===== src/rtl/bp_be_pkg.sv =====
// Shared types for the BE memory arbiter: PTW FSM state and in-flight stage tag.
// Pure type definitions; carries no timing or flow-control behaviour of its own.
package bp_be_pkg;

    typedef enum logic [1:0] {
        e_idle,
        e_issue_pend,
        e_inflight,
        e_miss_wait
    } bp_be_mem_arb_state_e;

    typedef struct packed {
        logic v;
        logic ptw;
    } bp_be_inflight_s;

endpackage


===== src/rtl/bp_be_mem_arbiter_if.sv =====
// Issue/PTW/memory-pipe signal bundle; slave = arbiter view, master = surroundings.
// Wires only: no latency; flow control lives in the ready/valid pairs carried here.
interface bp_be_mem_arbiter_if #(
    parameter int paddr_width_p  = 56,
    parameter int dword_width_gp = 64
);
    logic                      issue_v_i;
    logic                      issue_ready_and_o;
    logic                      ptw_v_i;
    logic [paddr_width_p-1:0]  ptw_paddr_i;
    logic                      ptw_ready_and_o;
    logic                      ptw_v_o;
    logic [dword_width_gp-1:0] ptw_data_o;
    logic                      ptw_abort_o;
    logic                      mem_v_o;
    logic                      mem_ptw_o;
    logic [paddr_width_p-1:0]  mem_paddr_o;
    logic                      pipe_busy_i;
    logic                      early_v_i;
    logic [dword_width_gp-1:0] early_data_i;
    logic                      cache_replay_v_i;
    logic                      cache_miss_v_i;
    logic                      late_wb_v_i;
    logic                      late_wb_ptw_i;
    logic [dword_width_gp-1:0] late_wb_data_i;

    modport slave (
        input  issue_v_i, ptw_v_i, ptw_paddr_i, pipe_busy_i,
               early_v_i, early_data_i, cache_replay_v_i, cache_miss_v_i,
               late_wb_v_i, late_wb_ptw_i, late_wb_data_i,
        output issue_ready_and_o, ptw_ready_and_o, ptw_v_o, ptw_data_o,
               ptw_abort_o, mem_v_o, mem_ptw_o, mem_paddr_o
    );

    modport master (
        output issue_v_i, ptw_v_i, ptw_paddr_i, pipe_busy_i,
               early_v_i, early_data_i, cache_replay_v_i, cache_miss_v_i,
               late_wb_v_i, late_wb_ptw_i, late_wb_data_i,
        input  issue_ready_and_o, ptw_ready_and_o, ptw_v_o, ptw_data_o,
               ptw_abort_o, mem_v_o, mem_ptw_o, mem_paddr_o
    );

endinterface


===== src/rtl/bp_be_mem_inflight_tracker.sv =====
// Two-stage {v, ptw} shadow of the memory pipe; flush kills issue ops, PTW ops survive.
// Stage 1 reflects the op granted two cycles earlier; no backpressure.
module bp_be_mem_inflight_tracker
    import bp_be_pkg::*;
(
    input  logic            clk_i,
    input  logic            reset_n_i,
    input  logic            flush_i,
    input  bp_be_inflight_s stage0_i,
    output bp_be_inflight_s stage1_o
);
    bp_be_inflight_s stage0_q, stage0_d;
    bp_be_inflight_s stage1_q, stage1_d;

    always_comb begin
        stage0_d     = stage0_i;
        stage0_d.v   = stage0_i.v & (stage0_i.ptw | ~flush_i);
        stage1_d     = stage0_q;
        stage1_d.v   = stage0_q.v & (stage0_q.ptw | ~flush_i);
    end

    always_ff @(posedge clk_i or negedge reset_n_i) begin
        if (!reset_n_i) begin
            stage0_q <= '0;
            stage1_q <= '0;
        end else begin
            stage0_q <= stage0_d;
            stage1_q <= stage1_d;
        end
    end

    assign stage1_o = stage1_q;

endmodule


===== src/rtl/bp_be_sat_counter.sv =====
// Saturating up-counter with synchronous clear (clear has priority over count).
// One-cycle update latency; never backpressures, simply holds at max_p.
module bp_be_sat_counter #(
    parameter int width_p = 3,
    parameter int max_p   = 4
) (
    input  logic               clk_i,
    input  logic               reset_n_i,
    input  logic               clear_i,
    input  logic               up_i,
    output logic [width_p-1:0] count_o
);
    localparam logic [width_p-1:0] max_lp = width_p'(max_p);

    logic [width_p-1:0] count_q, count_d;

    always_comb begin
        count_d = count_q;
        if (clear_i)
            count_d = '0;
        else if (up_i && (count_q != max_lp))
            count_d = count_q + 1'b1;
    end

    always_ff @(posedge clk_i or negedge reset_n_i) begin
        if (!reset_n_i) count_q <= '0;
        else            count_q <= count_d;
    end

    assign count_o = count_q;

endmodule


===== src/rtl/bp_be_mem_arbiter.sv =====
// Shares the memory pipe between issue and PTW; PTW results return exactly once.
// Grant is combinational (0 cycles); pipe_busy_i/flush_i block all grants, PTW held off when not idle.
module bp_be_mem_arbiter
    import bp_be_pkg::*;
#(
    parameter int paddr_width_p  = 56,
    parameter int dword_width_gp = 64,
    parameter int starve_limit_p = 4,
    parameter int cnt_width_lp   = (starve_limit_p > 0) ? $clog2(starve_limit_p + 1) : 1
) (
    input  logic clk_i,
    input  logic reset_n_i,
    input  logic flush_i,
    bp_be_mem_arbiter_if.slave io
);
    bp_be_mem_arb_state_e     state_q, state_d;
    logic [paddr_width_p-1:0] paddr_q, paddr_d;
    logic [cnt_width_lp-1:0]  starve_cnt;
    bp_be_inflight_s          stage0, stage1;
    logic grant_ok, ptw_elig, starved, issue_gnt, ptw_gnt, ptw_hit;

    assign ptw_hit = stage1.v & stage1.ptw;

    always_ff @(posedge clk_i or negedge reset_n_i) begin
        if (!reset_n_i) begin
            state_q <= e_idle;
            paddr_q <= '0;
        end else begin
            state_q <= state_d;
            paddr_q <= paddr_d;
        end
    end

    always_comb begin
        state_d = state_q;
        paddr_d = paddr_q;
        case (state_q)
            e_idle: begin
                if (io.ptw_v_i) begin
                    paddr_d = io.ptw_paddr_i;
                    state_d = e_issue_pend;
                end
            end
            e_issue_pend: begin
                if (flush_i)      state_d = e_idle;
                else if (ptw_gnt) state_d = e_inflight;
            end
            e_inflight: begin
                if (flush_i)                state_d = e_idle;
                else if (ptw_hit) begin
                    // replay outranks miss: the op never reached the miss path
                    if (io.early_v_i)             state_d = e_idle;
                    else if (io.cache_replay_v_i) state_d = e_issue_pend;
                    else if (io.cache_miss_v_i)   state_d = e_miss_wait;
                end
            end
            e_miss_wait: begin
                if (flush_i)                                state_d = e_idle;
                else if (io.late_wb_v_i && io.late_wb_ptw_i) state_d = e_idle;
            end
            default: state_d = e_idle;
        endcase
    end

    always_comb begin
        grant_ok  = ~io.pipe_busy_i & ~flush_i;
        ptw_elig  = (state_q == e_issue_pend);
        starved   = (starve_limit_p != 0) && (starve_cnt == cnt_width_lp'(starve_limit_p));
        ptw_gnt   = grant_ok & ptw_elig & ~(starved & io.issue_v_i);
        issue_gnt = grant_ok & io.issue_v_i & ~ptw_gnt;

        io.issue_ready_and_o = issue_gnt;
        io.ptw_ready_and_o   = (state_q == e_idle);
        io.mem_v_o           = issue_gnt | ptw_gnt;
        io.mem_ptw_o         = ptw_gnt;
        io.mem_paddr_o       = paddr_q;
        io.ptw_abort_o       = flush_i & (state_q != e_idle);

        io.ptw_v_o    = 1'b0;
        io.ptw_data_o = '0;
        if (!flush_i) begin
            if ((state_q == e_inflight) && ptw_hit && io.early_v_i) begin
                io.ptw_v_o    = 1'b1;
                io.ptw_data_o = io.early_data_i;
            end else if ((state_q == e_miss_wait) && io.late_wb_v_i && io.late_wb_ptw_i) begin
                io.ptw_v_o    = 1'b1;
                io.ptw_data_o = io.late_wb_data_i;
            end
        end
    end

    assign stage0.v   = issue_gnt | ptw_gnt;
    assign stage0.ptw = ptw_gnt;

    bp_be_mem_inflight_tracker u_tracker (
        .clk_i     (clk_i),
        .reset_n_i (reset_n_i),
        .flush_i   (flush_i),
        .stage0_i  (stage0),
        .stage1_o  (stage1)
    );

    bp_be_sat_counter #(
        .width_p (cnt_width_lp),
        .max_p   (starve_limit_p)
    ) u_starve_cnt (
        .clk_i     (clk_i),
        .reset_n_i (reset_n_i),
        .clear_i   (issue_gnt | ~io.issue_v_i),
        .up_i      (io.issue_v_i & ~issue_gnt),
        .count_o   (starve_cnt)
    );

endmodule


===== src/flat_wrapper.sv =====
// flat-port wrapper written by rule: the top's interface ports become plain ports
module bp_be_mem_arbiter_flat import bp_be_pkg::*;
#(
    parameter int paddr_width_p  = 56,
    parameter int dword_width_gp = 64,
    parameter int starve_limit_p = 4,
    parameter int cnt_width_lp   = (starve_limit_p > 0) ? $clog2(starve_limit_p + 1) : 1
)
  (clk_i, reset_n_i, flush_i, io_issue_v_i, io_ptw_v_i, io_ptw_paddr_i, io_pipe_busy_i, io_early_v_i, io_early_data_i, io_cache_replay_v_i, io_cache_miss_v_i, io_late_wb_v_i, io_late_wb_ptw_i, io_late_wb_data_i, io_issue_ready_and_o, io_ptw_ready_and_o, io_ptw_v_o, io_ptw_data_o, io_ptw_abort_o, io_mem_v_o, io_mem_ptw_o, io_mem_paddr_o);
  bp_be_mem_arbiter_if #(.paddr_width_p(paddr_width_p), .dword_width_gp(dword_width_gp)) io_i ();
  input  logic clk_i;
  input  logic reset_n_i;
  input  logic flush_i;
  input wire logic [$bits(io_i.issue_v_i)-1:0] io_issue_v_i;
  input wire logic [$bits(io_i.ptw_v_i)-1:0] io_ptw_v_i;
  input wire logic [$bits(io_i.ptw_paddr_i)-1:0] io_ptw_paddr_i;
  input wire logic [$bits(io_i.pipe_busy_i)-1:0] io_pipe_busy_i;
  input wire logic [$bits(io_i.early_v_i)-1:0] io_early_v_i;
  input wire logic [$bits(io_i.early_data_i)-1:0] io_early_data_i;
  input wire logic [$bits(io_i.cache_replay_v_i)-1:0] io_cache_replay_v_i;
  input wire logic [$bits(io_i.cache_miss_v_i)-1:0] io_cache_miss_v_i;
  input wire logic [$bits(io_i.late_wb_v_i)-1:0] io_late_wb_v_i;
  input wire logic [$bits(io_i.late_wb_ptw_i)-1:0] io_late_wb_ptw_i;
  input wire logic [$bits(io_i.late_wb_data_i)-1:0] io_late_wb_data_i;
  output wire logic [$bits(io_i.issue_ready_and_o)-1:0] io_issue_ready_and_o;
  output wire logic [$bits(io_i.ptw_ready_and_o)-1:0] io_ptw_ready_and_o;
  output wire logic [$bits(io_i.ptw_v_o)-1:0] io_ptw_v_o;
  output wire logic [$bits(io_i.ptw_data_o)-1:0] io_ptw_data_o;
  output wire logic [$bits(io_i.ptw_abort_o)-1:0] io_ptw_abort_o;
  output wire logic [$bits(io_i.mem_v_o)-1:0] io_mem_v_o;
  output wire logic [$bits(io_i.mem_ptw_o)-1:0] io_mem_ptw_o;
  output wire logic [$bits(io_i.mem_paddr_o)-1:0] io_mem_paddr_o;
  assign io_i.issue_v_i = io_issue_v_i;
  assign io_i.ptw_v_i = io_ptw_v_i;
  assign io_i.ptw_paddr_i = io_ptw_paddr_i;
  assign io_i.pipe_busy_i = io_pipe_busy_i;
  assign io_i.early_v_i = io_early_v_i;
  assign io_i.early_data_i = io_early_data_i;
  assign io_i.cache_replay_v_i = io_cache_replay_v_i;
  assign io_i.cache_miss_v_i = io_cache_miss_v_i;
  assign io_i.late_wb_v_i = io_late_wb_v_i;
  assign io_i.late_wb_ptw_i = io_late_wb_ptw_i;
  assign io_i.late_wb_data_i = io_late_wb_data_i;
  assign io_issue_ready_and_o = io_i.issue_ready_and_o;
  assign io_ptw_ready_and_o = io_i.ptw_ready_and_o;
  assign io_ptw_v_o = io_i.ptw_v_o;
  assign io_ptw_data_o = io_i.ptw_data_o;
  assign io_ptw_abort_o = io_i.ptw_abort_o;
  assign io_mem_v_o = io_i.mem_v_o;
  assign io_mem_ptw_o = io_i.mem_ptw_o;
  assign io_mem_paddr_o = io_i.mem_paddr_o;
  bp_be_mem_arbiter #(.paddr_width_p(paddr_width_p), .dword_width_gp(dword_width_gp), .starve_limit_p(starve_limit_p), .cnt_width_lp(cnt_width_lp)) u_core (.clk_i(clk_i), .reset_n_i(reset_n_i), .flush_i(flush_i), .io(io_i));
endmodule

===== config.mk =====
export PLATFORM = sky130hd
export DESIGN_NAME = bp_be_mem_arbiter_flat
export DESIGN_NICKNAME = d
export VERILOG_FILES = /design/src/rtl/bp_be_pkg.sv /design/src/rtl/bp_be_mem_arbiter_if.sv /design/src/rtl/bp_be_mem_inflight_tracker.sv /design/src/rtl/bp_be_sat_counter.sv /design/src/rtl/bp_be_mem_arbiter.sv /design/src/flat_wrapper.sv
export SDC_FILE = /design/constraint.sdc
export NUM_CORES = 1
export LEC_CHECK = 0
export BUFFER_PORTS_ARGS = -buffer_cell sky130_fd_sc_hd__buf_2
export CORE_AREA = 2 2 125 127
export DETAILED_ROUTE_END_ITERATION = 8
export DIE_AREA = 0 0 127 129
export PLACE_DENSITY = 0.57
export SLEW_MARGIN = 20
export SYNTH_ARGS = -nofsm -noshare
export SYNTH_HDL_FRONTEND = slang
export SYNTH_SLANG_ARGS = --single-unit

===== constraint.sdc =====
create_clock -name clk_i -period 2.1 [get_ports clk_i]
set_clock_uncertainty 0.1 [all_clocks]
set_input_delay 0.42 -clock clk_i [delete_from_list [all_inputs] [get_ports clk_i]]
set_output_delay 0.42 -clock clk_i [all_outputs]
set_load 0.005 [all_outputs]

==> results of run 1 <==
[metrics by stage]
stage          area [sq um]  power, mW  hold slack (ns)  worst slack (ns)  utilization, %
2_1_floorplan          3780       3.30           0.0244             0.223               -
4_1_cts                6260       6.05          0.00269            -0.241            41.8
5_1_grt                6400       6.42           0.0189            -0.316            42.7
6_report               6400       6.01          -0.0129            -0.224            42.7
3_3_place_gp           5640       4.41            0.268           -0.0399            37.7
3_5_place_dp           5640       4.43            0.263           -0.0754            37.7
[state kept, by name, summed over array words and instances (netlist names)]
signal	flops
u_core.u_starve_cnt.count_o	3
u_core.state_q	2
u_core.u_tracker.stage1_o	2
u_core.io.mem_paddr_o	56
u_core.u_tracker.stage0_q	2
[cell usage after synthesis]
| library cell | number | area share [%] |
|---|---|---|
| a21boi_0 | 2 | 0.40 |
| a21o_1 | 1 | 0.20 |
| a21oi_1 | 67 | 8.9 |
| a311oi_1 | 1 | 0.23 |
| and2_4 | 1 | 0.23 |
| and3_1 | 2 | 0.33 |
| and4b_1 | 1 | 0.26 |
| buf_1 | 4 | 0.40 |
| buf_2 | 5 | 0.66 |
| buf_4 | 7 | 1.4 |
| buf_6 | 9 | 2.7 |
| clkbuf_1 | 15 | 1.5 |
| clkinv_1 | 1 | 0.099 |
| dfrtp_1 | 65 | 43 |
| ha_1 | 2 | 0.66 |
| inv_1 | 5 | 0.50 |
| mux2_2 | 56 | 17 |
| nand2_1 | 4 | 0.40 |
| nand2b_1 | 1 | 0.17 |
| nand3_1 | 65 | 8.6 |
| nand3b_1 | 1 | 0.20 |
| nand4b_1 | 1 | 0.23 |
| nor2_1 | 6 | 0.60 |
| nor2_2 | 1 | 0.17 |
| nor2b_1 | 2 | 0.33 |
| nor3_1 | 3 | 0.40 |
| nor3b_1 | 1 | 0.20 |
| nor4_1 | 1 | 0.17 |
| o211ai_1 | 2 | 0.40 |
| o211ai_2 | 1 | 0.33 |
| o21a_1 | 1 | 0.20 |
| o21ai_0 | 66 | 8.7 |
| o32a_1 | 1 | 0.26 |
| or2_2 | 1 | 0.17 |
| or3_1 | 2 | 0.33 |
[report_power, final]
| part | leakage [nW] | switching [mW] | total, mW | internal (mW) |
|---|---|---|---|---|
| Sequential | 0.771 | 0.304 | 2.15 | 1.84 |
| Clock | 0.145 | 0.542 | 1.49 | 0.951 |
| Combinational | 2.14 | 1.05 | 2.37 | 1.32 |
[cell type report]
cell class                      count  area [sq um]
Fill cell                        1542          8570
Sequential cell                    65          1630
Clock buffer                       10           239
Tap cell                          188           235
Antenna cell                        1          2.50
Clock inverter                      6          67.6
Multi-Input combinational cell    293          2100
Inverter                            6          22.5
Timing Repair Buffer              354          2100
[critical path, delay by kind of cell, from the launching register on]
kind                   cells  cell delay (ns)
flip-flops                 1             0.40
AND/OR/NAND/NOR            1             0.43
buffers and inverters      3             0.42
AO/OA/AOI/OAI              2             0.22
[cells by family after synthesis]
kind of cell / share of synthesized area [%]
AOI/OAI and AO/OA: 19.6
and+or+nand+nor: 12.8
DFF: 43.0
muxes: 16.7
buffers and inverters: 7.22
adders and majority gates: 0.662
[routing by layer]
metal / up-vias / track usage [%]
li1: 2128 / -
met1: 2160 / 20.7
met2: 240 / 29.9
met3: 23 / 7.07
met4: 2 / 6.72
met5: - / 0
[path summary, 6_finish.rpt]
path                       cells past startpoint                      startpoint  slack, ns                            to
max                                            6               u_core.state_q[0]      -0.22             io_ptw_data_o[50]
min                                            1                       reset_n_i      -0.01     u_core.io.mem_paddr_o[17]
max reg2reg                                   11  u_core.u_starve_cnt.count_o[1]       0.19             u_core.state_q[1]
min reg2reg                                    0    u_core.u_tracker.stage0_q[0]       0.27  u_core.u_tracker.stage1_o[0]
max in group asynchronous                      2                       reset_n_i       1.38     u_core.io.mem_paddr_o[36]
min in group clk_i                             2              io_ptw_paddr_i[19]       0.23     u_core.io.mem_paddr_o[19]
[timing repair]
action                                 in CTS  in global routing
pin swaps                                   4                  5
gates resized for setup                    57                 58
endpoints found under the hold margin       0                  0
cloned                                      3                  0
setup buffers                              12                  1
setup endpoints to repair                  67                 68
==> impl_results.md, run 1 <==
* Status: finished, violations left
* Failing checks: negative hold slack, negative setup slack
* Critical path peak fanout at 12
* CTS tree: yes
* Initial detailed-routing violation count at about 230
* Inst Count DP at 892
* Syn_area_per_cell at approximately 9.4 sq um
* GRT Util Overall at between 10% and 20%
* Worst setup margin at -0.224 ns
* Final period utilization at 111%
* Share of layout cells above drive strength 1 at 65.4%
* Max Clk Rate at 0.430 GHz
* # hold bufs at CTS at 0
* Total Wirelength at approximately 15000 microns
* Most common cell after layout, fill and taps aside: buf_2
* Via count at ~4600
* IO buf count at 320
* DR top layer: met5
* H-Tree Depth at 3
* Final setup viols at 65
* Req. time, crit path at 1.58 ns
* Cell breakdown of the critical path: and4b_4 > o211ai_4 > buf_6 > buf_12 > a21oi_1 > buf_2
* Die height at 129 microns
* Post-DP HPWL at ~12000 microns
* Setup tns final at -12.32 ns
* Final hold slack at -0.0129 ns
* Die ar. at ~0.016 sq mm
* Leakage at a little over 3 nW
* Peak VDD IR at around 900 uV
* #FFs+latches synth at 65
* Post-synthesis sequential area ratio at about 43%
* Vias per cell at slightly below 5
* CP Launch Type: flop
* Power per Cell Area at between 900 and 1000 mW/mm^2
* Slew of the pin with the lowest slew margin at between 0.5 and 0.6 ns
* Syn Inst Count at just over 400
* Total length of routed met2 wires at about 7300 microns
* Post-Synthesis Cell Area at ~0.0038 sq mm
* Gpl congestion at 0.882
* RSZ-0062 raised after global routing: yes
* WS Path Type: flop to primary output
* Post-Layout Cell Count at 923
* Largest stage delay on the critical path at 0.43 ns
* Cell with the largest stage delay on the worst path: and4b_4
* Syn nets at roughly 600
* Clock latency on the worst-skew pair at roughly 0.32 ns
* Max-cap violations at 0
* Detailed Routing Iterations Pass 1 at 4
* Clock-pin slew on the worst setup and hold paths at ~0.050 ns
* Crit path DAT at around 1.8 ns
* Metal1 wirelength at ~6000 microns
* Count of unique library cells instantiated by Yosys at 35
* Initial Util at 25.2%
* Io pins at between 300 and 400
* Core Box Area at approximately 0.015 sq mm
* Vias in the first global route at 4421
* Clock Tree Root: clkbuf_16
* Die W at about 130 microns
* Area growth syn-to-layout at 69.4%
* Min Tclk post-route at roughly 2.3 ns
* Max Root-Sink Buffers at 2
* Relative slew slack at slightly above 60%
* First-pass GRT wire length at roughly 23000 microns
* Synth warn at 0
* Final #Nets at a little over 900
* HP Class: input port to asynchronous set/reset pin
* Num CTS Buffers at 9
* Final Hold Fails at 20
* Routed Antenna Nets at 0
* DR WL/cell at approximately 17 microns
* Clock sink count at 65
* Met3 routed WL at 1720 microns
* Slew Limit Fails at 0
* Residual DRC at 0
* Largest net degree at the start of global routing at 66
* Initial antenna violation count at 2
* Crit end category: primary output
* FP Rows at 45
* Total gr overflow at 0
* Commonest cells after routing, fill and taps aside: buf_2, dfrtp_1, nand3_1
No activity file was read; power rests on OpenSTA's default activity.
==> inputs of run 2 (changes only) <==
--- a/config.mk
+++ b/config.mk
@@ -5,11 +5,14 @@
 export SDC_FILE = /design/constraint.sdc
 export NUM_CORES = 1
 export LEC_CHECK = 0
+export ABC_AREA = 1
 export BUFFER_PORTS_ARGS = -buffer_cell sky130_fd_sc_hd__buf_2
-export CORE_AREA = 2 2 125 127
+export CORE_AREA = 2 2 126 128
+export CTS_CLUSTER_DIAMETER = 100
 export DETAILED_ROUTE_END_ITERATION = 8
-export DIE_AREA = 0 0 127 129
-export PLACE_DENSITY = 0.57
+export DIE_AREA = 0 0 128 130
+export GPL_TIMING_DRIVEN = 1
+export PLACE_DENSITY = 0.55
 export SLEW_MARGIN = 20
 export SYNTH_ARGS = -nofsm -noshare
 export SYNTH_HDL_FRONTEND = slang
==> run 2 against run 1 <==
Compared with the run above:
- the flow finishes with violations (negative setup slack)
- die area grew 1.6%
- non-clock buffer count is 2 higher
- core utilization down 0.92 points
==> impl_results.md, run 2 <==
* #FFs+latches synth at 65 (unchanged)
* Core Box Area at 0.0154 sq mm (was 0.0150 sq mm)
* Synth async-reset ratio at 100% (unchanged)
* Cell accounting for the most synthesized area: dfrtp_1 (unchanged)
* Clock-pin slew on the worst setup and hold paths at 0.05 ns (about the same)
* Gpl congestion at 0.839 (was 0.882)
* # hold bufs at CTS at 0 (unchanged)
* Via count at 4622 (was 4553)
* CP Launch Type: flop (unchanged)
* IO buf count at 320 (unchanged)
* CP delay by family, top: buffers and inverters (was simple AND/OR/NAND/NOR gates)
* Syn_area_per_cell at 6.81 sq um (was 9.36 sq um)
* Cell with the largest stage delay on the worst path: dfrtp_1 (was and4b_4)
* Final Power at 5.77 mW (was 6.01 mW)
* Status: finished, violations left (unchanged)
* EDFF count, synth at 0 (unchanged)
* RR Startpoint: u_core.state_q[0] (was u_core.u_starve_cnt.count_o[1])
* Cell breakdown of the critical path: inv_2 > buf_6 > nor3_4 > buf_6 > buf_12 > clkbuf_16 > nand2_2 > a21oi_2 > buf_2 (was and4b_4 > o211ai_4 > buf_6 > buf_12 > a21oi_1 > buf_2)
* R2r setup slk at 0.41 ns (was 0.19 ns)
* Part of the power in registers at 36.2% (was 35.7%)
* Final setup viols at 65 (unchanged)
* Area growth syn-to-layout at 80.5% (was 69.4%)
* Most used DFF post-synth: dfrtp_1 (unchanged)
* Final #Nets at 1056 (was 926)
* Initial detailed-routing violation count at 160 (was 231)
* Max Clk Rate at 0.430 GHz (about the same)
* Ant diodes at 0 (was 1)
* Most common cell after layout, fill and taps aside: buf_2 (unchanged)
* Top cells by area, synth: dfrtp_1, nand2_1, a21oi_1 (was dfrtp_1, mux2_2, a21oi_1)
* Slew Limit Fails at 0 (unchanged)
* Post-DP HPWL at 11400 microns (was 11800 microns)
* Vias in the first global route at 4262 (was 4421)
* Initial Util at 23.2% (was 25.2%)
* Max-cap violations at 0 (unchanged)
* First-pass GRT wire length at 23000 microns (was 22900 microns)
* WS Path Type: flop to primary output (unchanged)
* Largest net degree at the start of global routing at 66 (unchanged)
* Crit path top cell by count: buf_6
* Leakage at 3.59 nW (was 3.05 nW)
* Busiest grt layer: met2 (unchanged)
* Clock sink count at 65 (unchanged)
* Most frequent cells after synthesis: nand2_1, a21oi_1, dfrtp_1 (was a21oi_1, o21ai_0, dfrtp_1, nand3_1, mux2_2)
* Clock Tree Root: clkbuf_16 (unchanged)
* Num CTS Buffers at 9 (unchanged)
* Residual DRC at 0 (unchanged)
* GRT Util Overall at 18.0% (was 17.9%)
* Crit end category: primary output (unchanged)
* Relative slew slack at 70.8% (was 62.2%)
* CTS tree: yes (unchanged)
* Power per Cell Area at 895 mW/mm^2 (was 938 mW/mm^2)
* Max Root-Sink Buffers at 2 (unchanged)
* Die height at 130 microns (was 129 microns)
* Total Wirelength at 16200 microns (was 15500 microns)
* HP Class: input port to asynchronous set/reset pin (unchanged)
* Slew of the pin with the lowest slew margin at 0.437 ns (was 0.566 ns)
* Path depth of the worst reg2reg path at 11 (unchanged)
* Clk network pwr share at 27.5% (was 24.9%)
* Post-synthesis sequential area ratio at 45.5% (was 43.0%)
* M2 GR Usage at 30.8% (was 29.9%)
* FP Rows at 46 (was 45)
* GR Util met1 at 21.4% (was 20.7%)
* Finished Cell Area at 0.00645 sq mm (was 0.00640 sq mm)
* Sum of buffers and inverters on the critical path at 6 (was 3)
* Die ar. at 0.0166 sq mm (was 0.0164 sq mm)
* Switching Fraction at 33.5% (was 31.6%)
* Crit path DAT at 1.80 ns (about the same)
* Routed Antenna Nets at 0 (unchanged)
* Most frequent cell after synthesis: nand2_1 (was a21oi_1)
* Synth warn at 0 (unchanged)
* Req. time, crit path at 1.58 ns (about the same)
* Initial antenna violation count at 3 (was 2)
* Worst setup margin at -0.225 ns (was -0.224 ns)
* Switch Pwr at 1.94 mW (was 1.90 mW)
* Commonest cells after routing, fill and taps aside: buf_2, nand2_1, dfrtp_1 (was buf_2, dfrtp_1, nand3_1)
* Failing checks: negative setup slack (was negative hold slack, negative setup slack)
* Syn nets at 722 (was 601)
* Largest stage delay on the critical path at 0.36 ns (was 0.43 ns)
* Detailed Routing Iterations Pass 1 at 4 (unchanged)
* Syn Inst Count at 525 (was 404)
* Die W at 128 microns (was 127 microns)
* Clock latency on the worst-skew pair at 0.32 ns (about the same)
* Grt met3 use at 5.37% (was 7.07%)
* Io pins at 321 (unchanged)
* Min Tclk post-route at 2.32 ns (about the same)
* Comb pwr share at 36.3% (was 39.4%)
* Total gr overflow at 0 (unchanged)
* Final period utilization at 111% (about the same)
* RSZ-0062 raised after global routing: yes (unchanged)
* Share of layout cells above drive strength 1 at 54.6% (was 65.4%)
* DR WL/cell at 15.3 microns (was 16.8 microns)
* Vias per cell at 4.38 (was 4.93)
* Count of unique library cells instantiated by Yosys at 22 (was 35)
* Max FFs per register at 56 (unchanged)
* Int Power at 3.84 mW (was 4.11 mW)
* Final Hold Fails at 0 (was 20)
* Post-Synthesis Cell Area at 0.00357 sq mm (was 0.00378 sq mm)
* Critical path peak fanout at 7 (was 12)
* Peak VDD IR at 592 uV (was 919 uV)
* Reg-to-Reg End: u_core.state_q[1] (unchanged)
* H-Tree Depth at 3 (unchanged)
* Post-placement cell area at 0.00540 sq mm (was 0.00564 sq mm)
* Area fraction of the dominant cell type after synthesis at 45.5% (was 43.0%)
run 2: cell families (layout without fill, tap and decap cells):
group / Yosys count / after routing / share of synthesized area, %
flops: 65 / 65 / 45.5
compound gates: 68 / 68 / 9.63
fa+ha+maj: 2 / 2 / 0.700
xor+xnor: 1 / 1 / 0.245
buf+inv: 48 / 386 / 7.18
simple gates: 341 / 341 / 36.8
run 2: what timing repair did:
| action | 4_1_cts | 5_1_grt |
|---|---|---|
| gates cloned | 6 | 3 |
| buffers inserted | 11 | 6 |
| setup endpoints to repair | 66 | 67 |
| resized for setup | 58 | 70 |
| pin swaps | 12 | 34 |
run 2: cell type report:
type / count / area [sq um]
inverter: 15 / 56.3
clock buffer: 12 / 246
fill: 1645 / 8970
timing repair buffer: 356 / 2140
multi-input combinational: 412 / 2080
clock inverter: 3 / 65.1
tap: 192 / 240
sequential: 65 / 1630
run 2: routing by layer:
metal  routed length (microns)  up-vias
met5                        13        -
met4                       394        2
met3                      1470       25
met2                      7940      229
met1                      6350     2077
li1                          -     2289
run 2: metrics by stage:
| stage | instances | hold WS (ns) | setup WS, ns | util (%) | setup TNS (ns) |
|---|---|---|---|---|---|
| floorplan | 525 | 0.0244 | 0.392 | - | 0 |
| finish | 1055 | 0.00821 | -0.225 | 41.8 | -10.80 |
| global route | 1055 | 0.0270 | -0.298 | 41.8 | -15.94 |
| global placement | 1018 | 0.265 | 0.00146 | 35.0 | 0 |
| detailed placement | 1018 | 0.261 | -0.0212 | 35.0 | -0.0304 |
| CTS | 1049 | 0.0151 | -0.256 | 39.9 | -13.24 |
run 2: power groups by stage:
stage | Combinational, mW | Clock (mW) | Sequential, mW
2_1_floorplan | 0.832 | 0 | 2.15
3_3_place_gp | 1.94 | 0 | 2.09
3_5_place_dp | 1.97 | 0 | 2.08
4_1_cts | 2.07 | 1.62 | 2.09
5_1_grt | 2.39 | 1.70 | 2.16
6_report | 2.10 | 1.59 | 2.09
run 2: worst max path at each step:
stage                            startpoint                 to  slack [ns]  cells past startpoint
after detailed placement     io_late_wb_v_i  io_ptw_data_o[51]       -0.02                      7
after global routing      u_core.state_q[0]   io_ptw_data_o[9]       -0.30                      9
final                     u_core.state_q[0]  io_ptw_data_o[24]       -0.22                      9
after floorplan           u_core.state_q[0]   io_ptw_data_o[0]        0.39                      7
after global placement       io_late_wb_v_i  io_ptw_data_o[52]       0.001                      7
after CTS                 u_core.state_q[0]   io_ptw_data_o[2]       -0.26                      9
==> inputs of run 3 (changes only) <==
--- a/config.mk
+++ b/config.mk
@@ -6,7 +6,7 @@
 export NUM_CORES = 1
 export LEC_CHECK = 0
 export ABC_AREA = 1
-export BUFFER_PORTS_ARGS = -buffer_cell sky130_fd_sc_hd__buf_2
+export BUFFER_PORTS_ARGS = -buffer_cell sky130_fd_sc_hd__buf_4
 export CORE_AREA = 2 2 126 128
 export CTS_CLUSTER_DIAMETER = 100
 export DETAILED_ROUTE_END_ITERATION = 8
==> run 3 against run 2 <==
Compared with the run above:
- the flow still finishes with violations (negative setup slack)
- sequential power up 2%
- non-clock buffer count up 7
- first-iteration DRC count shrank 18%
- core utilization rose by 7.0 points
- clock-buffer cell count decreased by 2
- power up 7.7%
- largest cell class unchanged
- largest power group unchanged
- highest routed layer is now met4
==> impl_results.md, run 3 (synthesis gave the netlist of run 2 again) <==
* Area growth syn-to-layout at 111% (was 80.5%)
* Clock latency on the worst-skew pair at 0.32 ns (about the same)
* Max Clk Rate at 0.425 GHz (was 0.430 GHz)
* Post-placement cell area at 0.00624 sq mm (was 0.00540 sq mm)
* Leakage at 3.85 nW (was 3.59 nW)
* First-pass GRT wire length at 24400 microns (was 23000 microns)
* Gpl congestion at 0.880 (was 0.839)
* Setup tns final at -11.59 ns (was -10.80 ns)
* Power per Cell Area at 825 mW/mm^2 (was 895 mW/mm^2)
* Io pins at 321 (unchanged)
* Share of layout cells above drive strength 1 at 56.7% (was 54.6%)
* Finished Cell Area at 0.00753 sq mm (was 0.00645 sq mm)
* Cell with the largest stage delay on the worst path: dfrtp_1 (unchanged)
* Slew of the pin with the lowest slew margin at 0.426 ns (was 0.437 ns)
* Die ar. at 0.0166 sq mm (unchanged)
* Relative slew slack at 71.6% (was 70.8%)
* Crit path top cell by count: buf_6 (unchanged)
* Worst setup margin at -0.251 ns (was -0.225 ns)
* H-Tree Depth at 3 (unchanged)
* Slew Limit Fails at 0 (unchanged)
* Post-DP HPWL at 11900 microns (was 11400 microns)
* Max-cap violations at 0 (unchanged)
* Largest net degree at the start of global routing at 68 (was 66)
* FP Rows at 46 (unchanged)
* Fillers at 1531 (was 1645)
* RSZ-0062 raised after global routing: yes (unchanged)
* DR WL/cell at 16.3 microns (was 15.3 microns)
* GRT Util Overall at 19.2% (was 18.0%)
* Peak VDD IR at 620 uV (was 592 uV)
* Min Tclk post-route at 2.35 ns (was 2.32 ns)
* Most common cell after layout, fill and taps aside: buf_4 (was buf_2)
* Final Hold Fails at 0 (unchanged)
* CTS tree: yes (unchanged)
* Final #Nets at 1063 (was 1056)
* Largest stage delay on the critical path at 0.35 ns (was 0.36 ns)
* Ant diodes at 0 (unchanged)
* Total gr overflow at 0 (unchanged)
* Critical path peak fanout at 5 (was 7)
* Cell breakdown of the critical path: inv_2 > buf_6 > nor3_4 > buf_6 > buf_12 > buf_8 > nand2_2 > a21oi_2 > buf_4 (was inv_2 > buf_6 > nor3_4 > buf_6 > buf_12 > clkbuf_16 > nand2_2 > a21oi_2 > buf_2)
* Clock-pin slew on the worst setup and hold paths at 0.06 ns (was 0.05 ns)
* Max FFs per register at 56 (unchanged)
* CP delay by family, top: buffers and inverters (unchanged)
* WS Path Type: flop to primary output (unchanged)
* Status: finished, violations left (unchanged)
* Crit end category: primary output (unchanged)
* Die height at 130 microns (unchanged)
* Via count at 4693 (was 4622)
* Num CTS Buffers at 9 (unchanged)
* Clock sink count at 65 (unchanged)
* Commonest cells after routing, fill and taps aside: buf_4, nand2_1, dfrtp_1 (was buf_2, nand2_1, dfrtp_1)
* Initial Util at 23.2% (unchanged)
* Final Power at 6.22 mW (was 5.77 mW)
* Final setup viols at 66 (was 65)
* Total Wirelength at 17300 microns (was 16200 microns)
* Final period utilization at 112% (was 111%)
* Vias in the first global route at 4402 (was 4262)
* Routed Antenna Nets at 0 (unchanged)
* HP Class: input port to flop (was input port to asynchronous set/reset pin)
* Initial antenna violation count at 0 (was 3)
* IO buf count at 320 (unchanged)
* Failing checks: negative setup slack (unchanged)
* Final hold slack at 0.191 ns (was 0.00821 ns)
* Max Root-Sink Buffers at 2 (unchanged)
* Clock Tree Root: clkbuf_16 (unchanged)
* Die W at 128 microns (unchanged)
* Detailed Routing Iterations Pass 1 at 4 (unchanged)
* Initial detailed-routing violation count at 132 (was 160)
* Crit path DAT at 1.83 ns (was 1.80 ns)
* Residual DRC at 0 (unchanged)
* CP Launch Type: flop (unchanged)
* Core Box Area at 0.0154 sq mm (unchanged)
* Vias per cell at 4.41 (was 4.38)
* Req. time, crit path at 1.58 ns (about the same)
* Sum of buffers and inverters on the critical path at 6 (unchanged)
run 3: cell types whose count changed in the layout (fill, tap and decap cells not counted), sizes merged:
cell,before,now
inv,15,16
clkbuf,14,16
bufbuf,0,1
clkinv,1,0
buf,354,355
clkinvlp,0,3
dlygate4sd3,0,1
run 3: path summary, 6_finish.rpt:
check,cells after the start,slack [ns],from,endpoint
max in group asynchronous,3,0.91,reset_n_i,u_core.u_starve_cnt.count_o[2]
max reg2reg,9,0.33,u_core.state_q[0],u_core.io.mem_paddr_o[31]
min,3,0.19,io_ptw_paddr_i[27],u_core.io.mem_paddr_o[27]
min in group asynchronous,2,0.45,reset_n_i,u_core.io.mem_paddr_o[1]
max,9,-0.25,u_core.state_q[0],io_ptw_data_o[51]
min reg2reg,0,0.28,u_core.u_tracker.stage0_q[0],u_core.u_tracker.stage1_o[0]
run 3: layer usage:
metal | vias up | share of wire [%] | track usage, %
met3 | 25 | 8.5 | 6.23
met2 | 217 | 50 | 33.8
met5 | - | 0 | 0
li1 | 2308 | - | -
met1 | 2143 | 39 | 22.4
met4 | 0 | 2.4 | 6.08
run 3: worst min-delay path, stage by stage:
cell	delay (ns)
buf_4	0.08
nand2_1	0.04
nand2_1	0.05
run 3: metrics by stage:
step | util (%) | instances | setup WS (ns)
after CTS | 45.4 | 1056 | -0.270
after detailed placement | 40.5 | 1020 | -0.0524
after floorplan | - | 525 | 0.392
after global placement | 40.5 | 1020 | -0.0427
final | 48.8 | 1063 | -0.251
after global routing | 48.8 | 1063 | -0.317
run 3: power breakdown:
group	internal, mW	total [mW]	switching (mW)
Clock	1.04	1.61	0.563
Sequential	1.81	2.13	0.322
Combinational	1.34	2.48	1.14
run 3: cell type report:
cell class              instances  area [sq um]  area share [%]
flip-flops and latches         65          1630            21.6
multi-input cells             412          2150            28.5
inverters                      15          56.3           0.747
clock buffers                  10           229            3.04
repair buffers                363          3140            41.7
well taps                     192           240            3.19
clock inverters                 6          91.3            1.21
run 3: timing repair:
| action | 4_1_cts | 5_1_grt |
|---|---|---|
| hold buffers | 1 | 0 |
| setup buffers | 12 | 4 |
| cloned | 8 | 6 |
| resized for setup | 28 | 124 |
| endpoints found under the hold margin | 24 | 0 |
| setup endpoints to repair | 66 | 68 |
| pin swaps | 3 | 55 |
